==> config.mk <==
export PLATFORM = sky130hd
export DESIGN_NAME = ram_bus_master
export DESIGN_NICKNAME = d
export VERILOG_FILES = /design/src/rtl/ram_bus_master.sv
export SDC_FILE = /design/constraint.sdc
export NUM_CORES = 1
export LEC_CHECK = 0
export ABC_AREA = 1
export CAP_MARGIN = 5
export CORE_ASPECT_RATIO = 0.5
export CORE_MARGIN = 2
export CORE_UTILIZATION = 50
export CTS_CLUSTER_SIZE = 40
export DETAILED_ROUTE_END_ITERATION = 10
export GPL_ROUTABILITY_DRIVEN = 0
export GPL_TIMING_DRIVEN = 0
export PLACE_DENSITY = 0.88
export SYNTH_ARGS = -nofsm -noshare
export SYNTH_HDL_FRONTEND = slang
export SYNTH_SLANG_ARGS = --single-unit
==> constraint.sdc <==
create_clock -name clk -period 8.95 [get_ports clk]
set_input_delay 1.79 -clock clk [delete_from_list [all_inputs] [get_ports clk]]
set_output_delay 1.79 -clock clk [all_outputs]
set_load 0.02 [all_outputs]
==> src/rtl/ram_bus_master.sv <==
// ram_bus_master: RISC-V load/store initiator for the simulation RAM bus, sub-word stores via read-modify-write.
// Define RAM_TIMEOUT_EN to abort a bus phase after TIMEOUT_CYCLES cs-high cycles without ready.
module ram_bus_master #(
    parameter int TIMEOUT_CYCLES = 16
) (
    input  logic        clk,
    input  logic        rst,
    input  logic        req_valid,
    output logic        req_ready,
    input  logic        req_we,
    input  logic [31:0] req_addr,
    input  logic [31:0] req_wdata,
    input  logic [2:0]  req_funct3,
    output logic        resp_valid,
    output logic [31:0] resp_rdata,
    output logic        resp_err,
    output logic        cs,
    output logic        rd,
    output logic        wr,
    output logic [31:0] address,
    output logic [31:0] DB_w,
    input  logic [31:0] DB_r,
    input  logic        ready
);
    typedef enum logic [2:0] {IDLE, RD, WR, RMW_RD, GAP, RMW_WR, RESP} state_t;
    state_t state, state_d;
    logic [31:0] addr_q, wdata_q, word_q, mask, merged, lane_w, ld;
    logic [2:0]  f3_q;
    logic [4:0]  sh;
    logic        we_q, err_q, bad, bus, accept, timeout;

    if (TIMEOUT_CYCLES < 1) begin : g_param_check
        $error("TIMEOUT_CYCLES must be at least 1");
    end

    assign bad = (req_we ? (req_funct3[2] | &req_funct3[1:0]) : (&req_funct3[1:0] | &req_funct3[2:1]))
               | (req_funct3[1:0] == 2'b01 & req_addr[0])
               | (req_funct3[1:0] == 2'b10 & |req_addr[1:0]);
    assign accept = req_valid & (state == IDLE);
    assign bus = state == RD | state == WR | state == RMW_RD | state == RMW_WR;

`ifdef RAM_TIMEOUT_EN
    logic [31:0] cnt;
    always_ff @(posedge clk or posedge rst) begin
        if (rst) cnt <= '0;
        else cnt <= (bus && state_d == state) ? cnt + 32'd1 : '0;
    end
    assign timeout = bus & (cnt == 32'(TIMEOUT_CYCLES - 1));
`else
    assign timeout = 1'b0;
`endif

    // Lane shift serves both the load extraction and the store merge.
    assign sh = {addr_q[1:0], 3'b000};
    assign lane_w = word_q >> sh;
    assign mask = (f3_q[0] ? 32'h0000_FFFF : 32'h0000_00FF) << sh;
    assign merged = (word_q & ~mask) | ((wdata_q << sh) & mask);
    assign ld = f3_q[1] ? lane_w
              : f3_q[0] ? {{16{lane_w[15] & ~f3_q[2]}}, lane_w[15:0]}
              : {{24{lane_w[7] & ~f3_q[2]}}, lane_w[7:0]};

    always_comb begin
        state_d = state;
        req_ready = state == IDLE;
        cs = bus;
        rd = state == RD | state == RMW_RD;
        wr = state == WR | state == RMW_WR;
        address = bus ? {2'b00, addr_q[31:2]} : '0;
        DB_w = wr ? word_q : '0;
        resp_valid = state == RESP;
        resp_err = resp_valid & err_q;
        resp_rdata = (resp_valid & ~err_q & ~we_q) ? ld : '0;
        case (state)
            IDLE:    if (req_valid) state_d = bad ? RESP : !req_we ? RD : req_funct3[1] ? WR : RMW_RD;
            RD, WR, RMW_WR: if (ready | timeout) state_d = RESP;
            RMW_RD:  state_d = ready ? GAP : timeout ? RESP : RMW_RD;
            GAP:     state_d = RMW_WR;
            default: state_d = IDLE;
        endcase
    end

    always_ff @(posedge clk or posedge rst) begin
        if (rst) begin
            state <= IDLE;
            addr_q <= '0;
            wdata_q <= '0;
            word_q <= '0;
            f3_q <= '0;
            we_q <= 1'b0;
            err_q <= 1'b0;
        end else begin
            state <= state_d;
            if (accept) begin
                addr_q <= req_addr;
                wdata_q <= req_wdata;
                word_q <= req_wdata;
                f3_q <= req_funct3;
                we_q <= req_we;
                err_q <= bad;
            end else if ((state == RD | state == RMW_RD) & ready) word_q <= DB_r;
            else if (state == GAP) word_q <= merged;
            if (bus & ~ready & timeout) err_q <= 1'b1;
        end
    end
endmodule

==> flow_summary.yaml <==
run_status:
  status: "completed"
timing:
  max_freq_ghz: 0.2266
  worst_pin_slew_ns: 0.5611
  finalClockSkew_ns: 0.01299
  setup_viol: 0
  finalCriticalPeriod_ns: 4.413
  rsz0062_at_grt: "false"
  whs_ns: 0.4954
  finalSetupTns_ns: 0
  slew_headroom_pct: 62.59
  period_share_pct: 49.31
  final_max_slew_viol_count: 0
  hold_viol: 0
  final.setup.worst_slack_ns: 4.537
floorplan:
  die_h_um: 81.96
  rows: 28
  die_x_um: 159.9
  dieArea_um2: 13110
  io_pins: 206
  start_util_pct: 51.32
  coreArea_um2: 11840
logic_synthesis:
  synth_edf_count: 0
  avgSynthCellArea_um2: 6.606
  synthDistinctLibCells: 33
  async_flop_share_pct: 100.0
  postSynthCellCount: 920
  synthTopCellsByCount: "nand2_1, nor2_1, inv_1, dfrtp_1, o21ai_0"
  netlist_top_cells_area: "dfrtp_1, nand2_1, nor2_1, inv_1, o21ai_0"
  synth_top_area_cell: "dfrtp_1"
  yosysMostFrequentCell: "nand2_1"
  ys_seq_area_share_pct: 39.53
  synth_top_area_share_pct: 39.53
  synthesis.area_um2: 6077
  ys.flop_type: "dfrtp_1"
  ys_ff_latch: 96
  yosysWarnings: 0
cells_and_area:
  multi_input_area_um2: 2854
  antennaDiodeCount: 0
  fillers: 955
  syn_to_final_growth_pct: 42.23
  regArea_um2: 2402
  fin_nets: 1240
  drive_above_1_share_pct: 7.011
global_route:
  grt_pass1_wl_um: 32730
  grt.total_usage_pct: 31.84
  antenna_found_initial: 0
  grt_overflow: 0
  grt_max_degree: 56
  grt_pass1_vias: 6851
clock_network:
  cts_inserted_buffers: 9
  cts-hold-fix-buffers: 0
  ctsResizeCount: 0
  post_cts_buffers: 0
  cts_buffer_depth: 2
  h-tree-depth: 3
  cts_sinks: 96
  cts.clk_slew.worst_paths_ns: 0.07
  cts_tree: "done"
  worstSkewPairLatency_ns: 0.35
  clockRootBuffer: "clkbuf_16"
power_and_ir_drop:
  swShare_pct: 50.00
  power_density_nw_per_um2: 365.3
  pwr-share-comb_pct: 62.5
  p_clk_share_pct: 12.2
  power_leakage_nw: 4.241
  p_seq_share_pct: 25.3
  ir_drop_uv: 215.7
  p_int_w: 0.001579
  p_sw_w: 0.001579
setup_path:
  cp.required_ns: 7.16
  arrival_ns: 2.62
  start_kind: "flip-flop"
  cp_cell_sequence: "clkbuf_1 -> nor2_1 -> nand2_1 -> nand3_2 -> buf_2 -> nor2_1 -> clkdlybuf4s50_1"
  crit_path_end_kind: "output port"
  critPathMaxFanout: 10
  max_stage_delay_ns: 0.63
  crit_type: "flip-flop to output port"
  cp_slowest_cell: "clkdlybuf4s50_1"
  crit_top_cell: "nor2_1"
drt:
  vias_per_cell: 5.387
  dr.pass1.iters: 6
  drc_errors: 0
  drt_iter0_drc: 707
  wl_per_cell_um: 15.90
  num_vias: 7035
  routed_wl_um: 20770
  ant_nets: 0
place:
  post-place-ws_ns: 5.002
  dp_hpwl_um: 15990
  portBuffers: 203
worst_hold_path:
  hold_class: "flip-flop to flip-flop"
job:
  maxCapViolations: 0
-- layout by cell type (no fill, tap or decap), types with 8 or more instances in the layout --
master and n:
nand2_1 212, clkdlybuf4s50_1 203, nor2_1 175, inv_1 137
dfrtp_1 96, o21ai_0 78, a21oi_1 43, nand3_1 39
buf_2 26, a21boi_0 16, o21bai_1 13, clkbuf_1 12
o22ai_1 10, clkbuf_16 9, inv_2 8, o21ai_1 8
-- kinds of logic after synthesis --
group / count (synthesis) / synth area share (%)
simple gates: 448 / 30.33
buf+inv: 197 / 13.57
compound gates: 178 / 16.51
flops: 96 / 39.53
other cells: 1 / 0.06171
-- power groups by stage --
stage                     logic, W  registers (W)  clock network [W]
after floorplan            0.00124       0.000739                  0
after global placement     0.00187       0.000786                  0
after detailed placement   0.00192       0.000794                  0
after CTS                  0.00194       0.000790           0.000387
after global routing       0.00216       0.000817           0.000406
final                      0.00197       0.000799           0.000386
-- worst paths after layout --
| path | slack, ns | startpoint | to | cells after the start |
|---|---|---|---|---|
| setup reg to reg | 7.15 | state[0] | addr_q[7] | 5 |
| setup / recovery | 4.54 | f3_q[1] | resp_rdata[30] | 7 |
| hold / removal | 0.50 | f3_q[2] | f3_q[2] | 2 |
| min in group asynchronous | 1.88 | rst | wdata_q[7] | 2 |
| hold reg to reg | 0.50 | f3_q[2] | f3_q[2] | 2 |
| max in group asynchronous | 6.42 | rst | state[2] | 3 |
-- area by class of cell --
cell class                      instances  share of cell area (%)
Multi-Input combinational cell        628                   33.02
Tap cell                              165                   2.389
Inverter                              147                   6.413
Sequential cell                        96                   27.79
Clock buffer                           10                   2.765
Timing Repair Buffer                  204                   23.83
Clock inverter                          6                  0.6369
Buffer                                 50                   3.156
-- worst max-delay path, delay by kind of cell, from the launching register on --
kind	cells	cell delay, ns
buf+inv	3	1.27
flops	1	0.32
simple gates	4	0.67
-- stage by stage --
| stage | cell area (um^2) | cells | power (W) | util (%) |
|---|---|---|---|---|
| 3_5_place_dp | 8349 | 1290 | 0.002715 | 70.51 |
| 5_1_grt | 8643 | 1306 | 0.003379 | 72.99 |
| 6_report | 8643 | 1306 | 0.003157 | 72.99 |
| 4_1_cts | 8643 | 1306 | 0.003115 | 72.99 |
| 3_3_place_gp | 8319 | 1289 | 0.002659 | 70.26 |
| 2_1_floorplan | 6081 | 921 | 0.001976 | - |
-- layer usage --
metal	track usage (%)	part of all wire [%]	wire, um
met5	0	0	0
met4	13.78	3.8	780
met3	10.91	13	2681
met2	54.68	46	9546
met1	37.28	37	7757
Power figures use the tool's default switching activity.
